## src/rtl/uart_rx_ctrl_if.sv

```systemverilog
// Receive-side byte handshake between uart_rx_ctrl (master) and its consumer (slave).
interface uart_rx_ctrl_if;
   logic [7:0] rx_data;
   logic       rx_valid;
   logic       rx_ready;
   logic       parity_err;
   logic       frame_err;
   logic       overrun_err;
   logic       err_clr;

   modport master (
      output rx_data, rx_valid, parity_err, frame_err, overrun_err,
      input  rx_ready, err_clr
   );

   modport slave (
      input  rx_data, rx_valid, parity_err, frame_err, overrun_err,
      output rx_ready, err_clr
   );
endinterface

```

## src/rtl/uart_rx_ctrl.sv

```systemverilog
// Oversampled 8-bit UART receiver: start, 8 data (LSB first), parity, stop.
// Frames are delivered over a valid/ready handshake with sticky overrun detection.
module uart_rx_ctrl #(
   parameter int OVERSAMPLE = 16,
   parameter bit PARITY_ODD = 1'b0
) (
   input  logic           baud_clk,
   input  logic           reset,
   input  logic           data_tx,
   output logic           shift_en,
   output logic           shift_bit,
   output logic           active_flag,
   uart_rx_ctrl_if.master rx_if
);

   localparam int CW = (OVERSAMPLE > 1) ? $clog2(OVERSAMPLE) : 1;
   localparam logic [CW-1:0] SAMPLE_TICK = CW'(OVERSAMPLE / 2 - 1);
   localparam logic [CW-1:0] LAST_TICK   = CW'(OVERSAMPLE - 1);

   typedef enum logic [2:0] {
      S_IDLE,
      S_START,
      S_DATA,
      S_PARITY,
      S_STOP
   } state_e;

   state_e          state_q, state_d;
   logic [CW-1:0]   cnt_q, cnt_d;
   logic [2:0]      bit_idx_q, bit_idx_d;
   logic            armed_q, armed_d;
   logic            rxs_meta_q, rxs_meta_d;
   logic            rxs_q, rxs_d;
   logic [7:0]      byte_q, byte_d;
   logic            par_q, par_d;
   logic            shift_en_q, shift_en_d;
   logic            shift_bit_q, shift_bit_d;
   logic            active_flag_q, active_flag_d;
   logic [7:0]      rx_data_q, rx_data_d;
   logic            rx_valid_q, rx_valid_d;
   logic            parity_err_q, parity_err_d;
   logic            frame_err_q, frame_err_d;
   logic            overrun_err_q, overrun_err_d;

   logic            is_sample;
   logic            is_last;
   logic            complete;
   logic            overrun_set;

   always_comb begin
      state_d       = state_q;
      cnt_d         = is_last ? '0 : cnt_q + 1'b1;
      bit_idx_d     = bit_idx_q;
      armed_d       = armed_q;
      rxs_meta_d    = data_tx;
      rxs_d         = rxs_meta_q;
      byte_d        = byte_q;
      par_d         = par_q;
      shift_en_d    = 1'b0;
      shift_bit_d   = shift_bit_q;
      rx_data_d     = rx_data_q;
      rx_valid_d    = rx_valid_q;
      parity_err_d  = parity_err_q;
      frame_err_d   = frame_err_q;
      overrun_err_d = overrun_err_q;
      complete      = 1'b0;
      overrun_set   = 1'b0;
      is_sample     = (cnt_q == SAMPLE_TICK);
      is_last       = (cnt_q == LAST_TICK);

      unique case (state_q)
         S_IDLE: begin
            cnt_d = '0;
            if (rxs_q) begin
               armed_d = 1'b1;
            end else if (armed_q) begin
               state_d = S_START;
            end
         end
         S_START: begin
            if (is_sample && rxs_q) begin
               state_d = S_IDLE;
               cnt_d   = '0;
            end else if (is_last) begin
               state_d   = S_DATA;
               bit_idx_d = '0;
               cnt_d     = '0;
            end
         end
         S_DATA: begin
            if (is_sample) begin
               shift_en_d  = 1'b1;
               shift_bit_d = rxs_q;
               byte_d      = {rxs_q, byte_q[7:1]};
            end
            if (is_last) begin
               cnt_d = '0;
               if (bit_idx_q == 3'd7) begin
                  state_d = S_PARITY;
               end else begin
                  bit_idx_d = bit_idx_q + 3'd1;
               end
            end
         end
         S_PARITY: begin
            if (is_sample) begin
               shift_en_d  = 1'b1;
               shift_bit_d = rxs_q;
               par_d       = rxs_q;
            end
            if (is_last) begin
               state_d = S_STOP;
               cnt_d   = '0;
            end
         end
         S_STOP: begin
            // Leave at mid-stop so a start bit right after the stop bit is not missed.
            if (is_sample) begin
               shift_en_d  = 1'b1;
               shift_bit_d = rxs_q;
               complete    = 1'b1;
               state_d     = S_IDLE;
               cnt_d       = '0;
               if (!rxs_q) begin
                  armed_d = 1'b0;
               end
            end
         end
         default: begin
            state_d = S_IDLE;
            cnt_d   = '0;
         end
      endcase

      if (complete && (!rx_valid_q || rx_if.rx_ready)) begin
         rx_data_d    = byte_q;
         parity_err_d = ^{byte_q, par_q, PARITY_ODD};
         frame_err_d  = ~rxs_q;
         rx_valid_d   = 1'b1;
      end else if (complete) begin
         overrun_set = 1'b1;
      end else if (rx_valid_q && rx_if.rx_ready) begin
         rx_valid_d = 1'b0;
      end

      if (overrun_set) begin
         overrun_err_d = 1'b1;
      end else if (rx_if.err_clr) begin
         overrun_err_d = 1'b0;
      end

      active_flag_d = (state_d != S_IDLE);
   end

   always_ff @(posedge baud_clk) begin
      if (reset) begin
         state_q       <= S_IDLE;
         cnt_q         <= '0;
         bit_idx_q     <= '0;
         armed_q       <= 1'b0;
         rxs_meta_q    <= 1'b1;
         rxs_q         <= 1'b1;
         byte_q        <= '0;
         par_q         <= 1'b0;
         shift_en_q    <= 1'b0;
         shift_bit_q   <= 1'b0;
         active_flag_q <= 1'b0;
         rx_data_q     <= '0;
         rx_valid_q    <= 1'b0;
         parity_err_q  <= 1'b0;
         frame_err_q   <= 1'b0;
         overrun_err_q <= 1'b0;
      end else begin
         state_q       <= state_d;
         cnt_q         <= cnt_d;
         bit_idx_q     <= bit_idx_d;
         armed_q       <= armed_d;
         rxs_meta_q    <= rxs_meta_d;
         rxs_q         <= rxs_d;
         byte_q        <= byte_d;
         par_q         <= par_d;
         shift_en_q    <= shift_en_d;
         shift_bit_q   <= shift_bit_d;
         active_flag_q <= active_flag_d;
         rx_data_q     <= rx_data_d;
         rx_valid_q    <= rx_valid_d;
         parity_err_q  <= parity_err_d;
         frame_err_q   <= frame_err_d;
         overrun_err_q <= overrun_err_d;
      end
   end

   assign shift_en          = shift_en_q;
   assign shift_bit         = shift_bit_q;
   assign active_flag       = active_flag_q;
   assign rx_if.rx_data     = rx_data_q;
   assign rx_if.rx_valid    = rx_valid_q;
   assign rx_if.parity_err  = parity_err_q;
   assign rx_if.frame_err   = frame_err_q;
   assign rx_if.overrun_err = overrun_err_q;

endmodule

```

## src/flat_wrapper.sv

```systemverilog
// flat-port wrapper written by rule: the top's interface ports become plain ports
module uart_rx_ctrl_flat 
#(
   parameter int OVERSAMPLE = 16,
   parameter bit PARITY_ODD = 1'b0
)
  (baud_clk, reset, data_tx, shift_en, shift_bit, active_flag, rx_if_rx_data, rx_if_rx_valid, rx_if_parity_err, rx_if_frame_err, rx_if_overrun_err, rx_if_rx_ready, rx_if_err_clr);
  uart_rx_ctrl_if rx_if_i ();
  input  logic baud_clk;
  input  logic reset;
  input  logic data_tx;
  output logic shift_en;
  output logic shift_bit;
  output logic active_flag;
  output wire logic [$bits(rx_if_i.rx_data)-1:0] rx_if_rx_data;
  output wire logic [$bits(rx_if_i.rx_valid)-1:0] rx_if_rx_valid;
  output wire logic [$bits(rx_if_i.parity_err)-1:0] rx_if_parity_err;
  output wire logic [$bits(rx_if_i.frame_err)-1:0] rx_if_frame_err;
  output wire logic [$bits(rx_if_i.overrun_err)-1:0] rx_if_overrun_err;
  input wire logic [$bits(rx_if_i.rx_ready)-1:0] rx_if_rx_ready;
  input wire logic [$bits(rx_if_i.err_clr)-1:0] rx_if_err_clr;
  assign rx_if_rx_data = rx_if_i.rx_data;
  assign rx_if_rx_valid = rx_if_i.rx_valid;
  assign rx_if_parity_err = rx_if_i.parity_err;
  assign rx_if_frame_err = rx_if_i.frame_err;
  assign rx_if_overrun_err = rx_if_i.overrun_err;
  assign rx_if_i.rx_ready = rx_if_rx_ready;
  assign rx_if_i.err_clr = rx_if_err_clr;
  uart_rx_ctrl #(.OVERSAMPLE(OVERSAMPLE), .PARITY_ODD(PARITY_ODD)) u_core (.baud_clk(baud_clk), .reset(reset), .data_tx(data_tx), .shift_en(shift_en), .shift_bit(shift_bit), .active_flag(active_flag), .rx_if(rx_if_i));
endmodule
```

## config.mk

```make
export PLATFORM = sky130hd
export DESIGN_NAME = uart_rx_ctrl_flat
export DESIGN_NICKNAME = d
export VERILOG_FILES = /design/src/rtl/uart_rx_ctrl_if.sv /design/src/rtl/uart_rx_ctrl.sv /design/src/flat_wrapper.sv
export SDC_FILE = /design/constraint.sdc
export NUM_CORES = 1
export LEC_CHECK = 0
export BUFFER_PORTS_ARGS = -buffer_cell sky130_fd_sc_hd__buf_2
export CORE_MARGIN = 2
export CORE_UTILIZATION = 45
export DETAILED_ROUTE_END_ITERATION = 8
export HOLD_SLACK_MARGIN = 0.1
export PLACE_DENSITY_LB_ADDON = 0.25
export SYNTH_ARGS = -nofsm -noshare
export SYNTH_HDL_FRONTEND = slang
export SYNTH_SLANG_ARGS = --single-unit
```

## constraint.sdc

```tcl
create_clock -name baud_clk -period 2.9 [get_ports baud_clk]
set_input_delay 0.58 -clock baud_clk [delete_from_list [all_inputs] [get_ports baud_clk]]
set_output_delay 0.58 -clock baud_clk [all_outputs]
set_load 0.02 [all_outputs]
```

==> flow_summary.toml, run 1 <==
[run_status]
outcome = "complete, no violations"

[placement]
post-place-ws_ps = 909.8
dp_hpwl_um = 2099
placed_cells = 226
place_congestion = 0.7639
placed_area_mm2 = 0.001703
port_buffers = 19

[critical_path]
cp_slowest_cell = "or4b_1"
worstPathMaxFanout = 12
r2r_slack_ps = 920
critical_path_class = "reg -> reg"
arrival_ps = 2230
crit_path_start = "u_core.cnt_q[0]"
r2r_end = "u_core.rx_if.parity_err"
worstPathRequired_ps = 3150
crit_path_end_kind = "flop"
critical_path_depth = 6
worstRegToRegCells = 6
cpPeakStageDelay_ps = 520
cp-start-kind = "flop"
crit_family = "simple AND/OR/NAND/NOR gates"
worstPathCellList = "ha_1 > and3b_1 > nand3_1 > buf_4 > or4b_1 > o311ai_1"
crit_path_end = "u_core.rx_if.parity_err"
critPathBufInv = 1
r2r_start = "u_core.cnt_q[0]"

[synth]
synthDistinctLibCells = 40
synthCells = 171
yosysSeqAreaShare_pct = 46.29
synth_edf_count = 0
ys.flop_type = "dfxtp_1"
async_flop_share_pct = 0
syn_area_per_cell_um2 = 9.358
ys_seq_elements = 37
syn_nets = 179
synthesis.area_mm2 = 0.001600
yosysWarningCount = 0

[sta]
hold_viol = 0
setup_viol = 0
fmax_mhz = 504.3
rsz0062_at_grt = "false"
setup-tns-final_ps = 0
skew_ps = 9.766
tightest_slew_ps = 629.2
slew_violations = 0
setup_ws_ps = 917.0
period_needed_ps = 1983
slew_headroom_pct = 58.05
min_period_over_period_pct = 68.38

[clock_tree]
clockRootBuffer = "clkbuf_4"
cts_tree = "done"
cts_made_buffers = 5
clkLatencyLatePin_ps = 340
ctsResizeCount = 0
clock_path_buffers = 2
h-tree-depth = 2
postCtsSetupBuffers = 0
clock-sinks = 37
hold_buffers = 0
clk_pin_slew_ps = 110

[floorplan]
ioPinCount = 20
design.core.area_mm2 = 0.003363
start_util_pct = 47.58
die_x_um = 63.64
fp-row-count = 21
die_area_mm2 = 0.004049
die_h_um = 63.64

[power]
p_leak_nw = 0.7618
p_per_area_mw_per_mm2 = 449.4
ir_drop_mv = 0.2594

[detailed_routing]
drtAntennaViolNets = 0
routed_wl_um = 2965
dr.pass1.iters = 4
wl_per_cell_um = 12.67
viasPerCell = 5.282
drt_iter0_markers = 70
drc = 0
vias = 1236

[global_routing]
antenna_found_initial = 0
grt_overflow = 0
grt_pass1_vias = 1145
grt_pass1_wl_um = 5099
grt_usage_pct = 16.19
grt_max_degree = 39

[finish]
area_delta_synth_final_pct = 9.617
antennaDiodeCount = 0
fill_cells = 338
drive_gt1_share_pct = 17.55
postLayoutCellArea_mm2 = 0.001754
stdcell_count = 234
num-nets-final = 195
finish.utilization_pct = 52.16

[flow_run]
drv_cap = 0

[worst_hold_path]
hp-start = "data_tx"
hold_path_class = "in -> reg"
==> layout by cell type, fill, tap and decap left out, types with 3 or more instances in the layout <==
master	netlist	final
a21oi_1	14	14
nand2b_1	7	7
nand3_1	8	8
xnor2_1	7	7
buf_2	4	19
ha_1	3	3
inv_1	3	3
nand2_1	18	18
nor2_1	15	15
clkbuf_4	0	5
mux2i_1	11	11
nor3_1	5	5
o21ai_0	3	3
nand3b_1	3	3
dfxtp_1	37	37
==> cell type report <==
type / count / area [um^2] / share of cell area (%)
clock inverters: 2 / 10.01 / 0.5706
inverters: 3 / 11.26 / 0.6419
flip-flops and latches: 37 / 740.7 / 42.23
clock buffers: 6 / 41.29 / 2.354
multi-input cells: 120 / 790.8 / 45.08
well taps: 46 / 57.56 / 3.281
repair buffers: 20 / 102.6 / 5.849
==> worst reg2reg max path, delay by kind of cell (launching register included) <==
kind	cells	cell delay, ps
compound gates	1	90
fa+ha+maj	1	260
buf+inv	1	220
flops	1	370
simple gates	3	970
==> stage by stage <==
step	hold WS [ps]	power (mW)
after floorplan	389.5	0.5407
after global placement	391.8	0.5456
after CTS	437.6	0.7984
after global routing	436.8	0.8225
final	445.4	0.7884
after detailed placement	418.4	0.5468
==> kinds of logic after synthesis <==
kind of cell,share of synthesized area [%]
buffers and inverters,4.300
DFF,46.29
xor gates and xnor gates,6.333
muxes,6.881
AOI/OAI and AO/OA,10.24
and+or+nand+nor,23.61
adders and majority gates,2.346
==> per-layer routing <==
metal / global-route usage (%) / vias to the layer above / routed length [um]
met5: 0 / - / 0
met4: 8.152 / 0 / 47
met3: 3.929 / 5 / 129
met2: 25.66 / 26 / 1353
met1: 20.42 / 585 / 1435
li1: - / 620 / -
==> worst min path at each step <==
stage / endpoint / cells past startpoint / slack [ps]
global placement: u_core.rxs_q / 1 / 390
detailed placement: u_core.rxs_q / 1 / 420
finish: u_core.rxs_d / 2 / 450
CTS: u_core.rxs_d / 2 / 440
global route: u_core.rxs_d / 2 / 440
floorplan: u_core.rxs_q / 1 / 390
==> synthesized netlist by cell type (all sizes together) (2+ instances only) <==
cell / count / area [um^2]
dfxtp: 37 / 740.7
nand2: 18 / 67.56
nor2: 15 / 56.30
a21oi: 14 / 70.07
mux2i: 11 / 110.1
nand3: 8 / 40.04
nand2b: 7 / 43.79
xnor2: 7 / 61.31
buf: 6 / 38.79
clkbuf: 5 / 18.77
nor3: 5 / 25.02
ha: 3 / 37.54
inv: 3 / 11.26
nand3b: 3 / 22.52
nor3b: 3 / 38.79
o21ai: 3 / 15.01
a211oi: 2 / 20.02
nor4: 2 / 12.51
or2: 2 / 12.51
xor2: 2 / 17.52
==> where the power goes <==
group          switching [mW]  internal (mW)  total, mW
logic                  0.0125        0.00666     0.0191
registers             0.00445          0.511      0.516
clock network           0.161         0.0924      0.253
==> registers in the layout (all words and copies together) (netlist names), 3 cells and up <==
signal                cells
u_core.rx_if.rx_data      8
u_core.cnt_q              4
u_core.state_q            3
u_core.bit_idx_q          3
u_core.byte_q             8
Note: power is estimated with default switching activity, not from simulation.
==> inputs of run 2 (changes only) <==
--- a/config.mk
+++ b/config.mk
@@ -5,6 +5,7 @@
 export SDC_FILE = /design/constraint.sdc
 export NUM_CORES = 1
 export LEC_CHECK = 0
+export ABC_AREA = 1
 export BUFFER_PORTS_ARGS = -buffer_cell sky130_fd_sc_hd__buf_2
 export CORE_MARGIN = 2
 export CORE_UTILIZATION = 45
==> constraint.sdc (replaced) <==
create_clock -name baud_clk -period 2 [get_ports baud_clk]
set_input_delay 0.4 -clock baud_clk [delete_from_list [all_inputs] [get_ports baud_clk]]
set_output_delay 0.4 -clock baud_clk [all_outputs]
set_load 0.02 [all_outputs]
==> run 2 against run 1 <==
  * Critical path depth is 4 higher
  * Design area rose by 5.8%
  * Sequential power is 44% higher
  * Critical path type unchanged
  * Worst hold slack got worse by 150 ps
  * Global-route usage is 1.6 points higher
  * Critical endpoint is now u_core.active_flag
==> flow_summary.toml, run 2 <==
[run_status]
outcome = "complete, no violations"

[clock_tree]
clkLatencyLatePin_ps = 290
cts_made_buffers = 5
clockRootBuffer = "clkbuf_8"
clock-sinks = 37
clk_pin_slew_ps = 70
ctsResizeCount = 0
h-tree-depth = 2
hold_buffers = 0
clock_path_buffers = 2
cts_tree = "done"
postCtsSetupBuffers = 0

[detailed_routing]
vias = 1389
viasPerCell = 4.840
wl_per_cell_um = 10.67
dr.pass1.iters = 4
drt_iter0_markers = 111
routed_wl_um = 3062
drtAntennaViolNets = 0
top_layer = "met4"
wl_met1_um = 1475
wl_met3_um = 131
wl_met2_um = 1383
drc = 0

[placement]
place_congestion = 0.8113
port_buffers = 19
dp_hpwl_um = 2163
placed_cells = 279

[synth]
ys_seq_elements = 37
synth_edf_count = 0
yosys-top-cells-area = "dfxtp_1, nand2_1, a21oi_1"
syn_nets = 225
yosysMostFrequentCell = "nand2_1"
synthesis.area_mm2 = 0.001655
ys.flop_type = "dfxtp_1"
syn_area_per_cell_um2 = 7.628
yosysWarningCount = 0
synthDistinctLibCells = 29
yosys-top-cells-count = "nand2_1, dfxtp_1, inv_1, a21oi_1, nor2_1"
yosysSeqAreaShare_pct = 44.75
synth_top_cell_by_area = "dfxtp_1"
synthCells = 217
synth.top_cell.area_share_pct = 44.75
async_flop_share_pct = 0

[floorplan]
fp-row-count = 22
ioPinCount = 20
die_area_mm2 = 0.004180
die_x_um = 64.65
start_util_pct = 45.91
design.core.area_mm2 = 0.003606
die_h_um = 64.65

[sta]
hold_viol = 0
fmax_mhz = 625.0
setup-tns-final_ps = 0
period_needed_ps = 1600
skew_ps = 6.571
rsz0062_at_grt = "false"
slew_violations = 0
tightest_slew_ps = 517.2
slew_headroom_pct = 65.48
min_period_over_period_pct = 80.00
setup_viol = 0

[global_routing]
grt_max_degree = 20
antenna_found_initial = 0
grt_overflow = 0
grt_pass1_vias = 1318
grt_usage_pct = 17.77
grt_pass1_wl_um = 5651

[flow_run]
drv_cap = 0

[critical_path]
arrival_ps = 1790
cp-start-kind = "flop"
worstPathRequired_ps = 2190
critical_path_class = "reg -> reg"
crit_path_end_kind = "flop"
worstPathMaxFanout = 4

[finish]
num-nets-final = 246
drive_gt1_share_pct = 17.15
layout_common_cells = "nand2_1, dfxtp_1, inv_1, a21oi_1"
multiInputGateArea_um2 = 772.0
fill_cells = 379
stdcell_count = 287
antennaDiodeCount = 0
layout_commonest_cell = "nand2_1"
area_delta_synth_final_pct = 12.09
final-seq-area_um2 = 740.7

[worst_hold_path]
hold_path_class = "in -> reg"

[power]
ir_drop_mv = 0.4651
p_leak_nw = 0.8490
p_per_area_mw_per_mm2 = 685.8
[run 2: logic make-up (layout without fill, tap and decap cells)]
group | Yosys count | count (layout) | synth area share (%)
simple gates | 92 | 92 | 26.98
compound gates | 50 | 50 | 16.33
flops | 37 | 37 | 44.75
buf+inv | 33 | 55 | 8.616
fa+ha+maj | 3 | 3 | 2.268
xor+xnor | 2 | 2 | 1.058
[run 2: path summary, 6_finish.rpt]
check                  startpoint            endpoint  slack, ps  depth (start not counted)
setup / recovery  u_core.cnt_q[0]  u_core.active_flag        400                         10
hold / removal            data_tx        u_core.rxs_d        290                          2
setup reg to reg  u_core.cnt_q[0]  u_core.active_flag        400                         10
hold reg to reg      u_core.rxs_d        u_core.rxs_q        420                          1
[run 2: cell type report]
cell class	count	area share [%]
Clock buffer	8	4.316
Inverter	28	5.799
Multi-Input combinational cell	147	41.60
Sequential cell	37	39.92
Tap cell	48	3.237
Timing Repair Buffer	19	5.125
[run 2: worst max-delay path, stage by stage, from the launching register on]
cell     delay [ps]
dfxtp_1         350
ha_1            190
nand2_1          90
nor2_2          190
inv_2           100
nor2_1          170
o21ai_0         130
nand3_1          90
nand2_1          50
nand2_1          70
nand2_1          50
[run 2: power by group]
| part | internal [mW] | total [mW] | switching (mW) |
|---|---|---|---|
| clock network | 0.248 | 0.500 | 0.252 |
| logic | 0.0101 | 0.0286 | 0.0185 |
| registers | 0.740 | 0.744 | 0.00391 |
| total | 0.998 | 1.27 | 0.275 |
[run 2: routing by layer]
metal  up-vias  global-route usage, %
li1        739                      -
met1       611                  21.97
met2        31                  27.47
met3         8                  6.250
met4         0                  8.777
met5         -                      0
[run 2: through the flow]
stage          instance area [um^2]  hold slack, ps  util (%)  worst slack (ps)  power (mW)
2_1_floorplan                  1655           389.5         -             558.6      0.7808
3_3_place_gp                   1775           391.3     49.24             406.5      0.7899
3_5_place_dp                   1775           402.5     49.24             406.4      0.7899
4_1_cts                        1856           287.8     51.46             385.8       1.290
5_1_grt                        1856           285.9     51.46             184.8       1.332
6_report                       1856           291.0     51.46             400.0       1.273
==> inputs of run 3 (changes only) <==
--- a/config.mk
+++ b/config.mk
@@ -5,7 +5,7 @@
 export SDC_FILE = /design/constraint.sdc
 export NUM_CORES = 1
 export LEC_CHECK = 0
-export ABC_AREA = 1
+export ABC_AREA = 0
 export BUFFER_PORTS_ARGS = -buffer_cell sky130_fd_sc_hd__buf_2
 export CORE_MARGIN = 2
 export CORE_UTILIZATION = 45
==> constraint.sdc (replaced) <==
create_clock -name baud_clk -period 1.5 [get_ports baud_clk]
set_input_delay 0.3 -clock baud_clk [delete_from_list [all_inputs] [get_ports baud_clk]]
set_output_delay 0.3 -clock baud_clk [all_outputs]
set_load 0.02 [all_outputs]
==> run 3 against run 2 <==
  * The flow now finishes with violations (negative setup slack)
  * Non-clock buffer count up 20
  * Clock skew shrank 1.5 ps
  * Clock power grew 47%
  * Combinational power rose by 77%
  * Die area down 3.1%
  * Highest routed layer unchanged
  * Largest cell class unchanged
  * Design area grew 9.8%
  * Flip-flop and latch count unchanged
  * Wire length grew 0.16%
  * First-iteration DRC count decreased by 42%
  * Sequential power is 34% higher
  * Register-to-register slack worse by 560 ps
==> flow_summary.toml, run 3 (same netlist as run 1, synthesis figures left out) <==
[critical_path]
crit_path_end_kind = "flop"
arrival_ps = 1940
worstRegToRegCells = 6
critical_path_class = "reg -> reg"
worstPathMaxFanout = 6
cp-start-kind = "flop"
worstPathRequired_ps = 1780

[clock_tree]
clock-sinks = 37
clk_pin_slew_ps = 110
cts_tree = "done"
h-tree-depth = 2
cts_made_buffers = 5
clockRootBuffer = "clkbuf_4"
clock_path_buffers = 2
clkLatencyLatePin_ps = 340

[run_status]
outcome = "complete, but fails checks"
violations = "negative setup slack"

[floorplan]
design.core.area_mm2 = 0.003363
start_util_pct = 47.58
die_h_um = 63.64
fp-row-count = 21
ioPinCount = 20
die_area_mm2 = 0.004049
die_x_um = 63.64

[global_routing]
grt_pass1_wl_um = 5313
grt_pass1_vias = 1257
grt_max_degree = 16
grt_usage_pct = 16.64
antenna_found_initial = 0
grt_overflow = 0

[placement]
placed_area_mm2 = 0.001879
dp_hpwl_um = 2267
port_buffers = 19
place_congestion = 0.8223

[detailed_routing]
dr.pass1.iters = 4
wl_per_cell_um = 12.12
drtAntennaViolNets = 0
drt_iter0_markers = 64
drc = 0
viasPerCell = 5.091
routed_wl_um = 3067
vias = 1288

[sta]
hold_viol = 0
skew_ps = 5.096
fmax_mhz = 601.7
setup_ws_ps = -162.1
slew_violations = 0
tightest_slew_ps = 357.7
slew_headroom_pct = 76.11
setup_viol = 5
rsz0062_at_grt = "true"
min_period_over_period_pct = 110.8
period_needed_ps = 1662

[finish]
antennaDiodeCount = 0
postLayoutCellArea_mm2 = 0.002037
drive_gt1_share_pct = 34.30
area_delta_synth_final_pct = 27.29
num-nets-final = 214
layout_common_cells = "dfxtp_1, buf_2, nand2_1, buf_4, nor2_1"
finish.utilization_pct = 60.57
layout_commonest_cell = "dfxtp_1"

[flow_run]
drv_cap = 0

[power]
p_leak_nw = 0.8743
ir_drop_mv = 0.4214
p_per_area_mw_per_mm2 = 874.2

[worst_hold_path]
hold_path_class = "in -> reg"
min_path_cells = 2
==> run 3: path summary, 6_finish.rpt <==
path,to,slack (ps),start
setup / recovery,u_core.bit_idx_q[0],-160,u_core.bit_idx_q[0]
hold / removal,u_core.rxs_d,130,data_tx
setup reg to reg,u_core.bit_idx_q[0],-160,u_core.bit_idx_q[0]
hold reg to reg,u_core.rxs_q,420,u_core.rxs_d
==> run 3: area by class of cell <==
cell class / instances / area, um^2
inverter: 3 / 11.26
tap: 46 / 57.56
clock buffer: 6 / 51.30
sequential: 37 / 748.2
timing repair buffer: 39 / 252.7
fill: 325 / 1326
clock inverter: 2 / 37.54
multi-input combinational: 120 / 878.3
==> run 3: through the flow <==
| step | TNS, ps | cells | total power, mW | worst slack (ps) | hold slack, ps |
|---|---|---|---|---|---|
| finish | -501.9 | 253 | 1.781 | -162.1 | 130.3 |
| global placement | -275.8 | 244 | 1.064 | -91.43 | 392.0 |
| detailed placement | -611.3 | 244 | 1.065 | -202.7 | 393.6 |
| CTS | -620.2 | 252 | 1.800 | -197.0 | 120.7 |
| floorplan | -205.3 | 171 | 1.046 | -69.76 | 389.5 |
| global route | -898.7 | 253 | 1.857 | -246.4 | 109.7 |
==> run 3: routing by layer <==
layer,up-vias,global-route usage [%],part of all wire (%)
met5,-,0,0
met4,0,6.522,1.6
met3,7,4.286,4.0
met2,25,28.55,47
met1,594,19.73,48
li1,662,-,-
==> run 3: timing repair <==
item                                    4_1_cts  5_1_grt
pin swaps                                     9        7
buffers inserted                              0        1
gates resized for setup                       9        7
endpoints found under the setup margin        6       10
hold buffers                                  0        0
==> run 3: power by group <==
part	switching [mW]	internal, mW
clock	0.339	0.396
sequential	0.00544	0.989
combinational	0.0303	0.0204
total	0.375	1.41
==> run 3: worst max-delay path, cell delays in order, from the launching register on <==
cell	delay, ps
dfxtp_2	350
ha_4	160
ha_4	150
or3b_4	370
a211oi_4	310
nand3b_1	130
a21oi_1	120
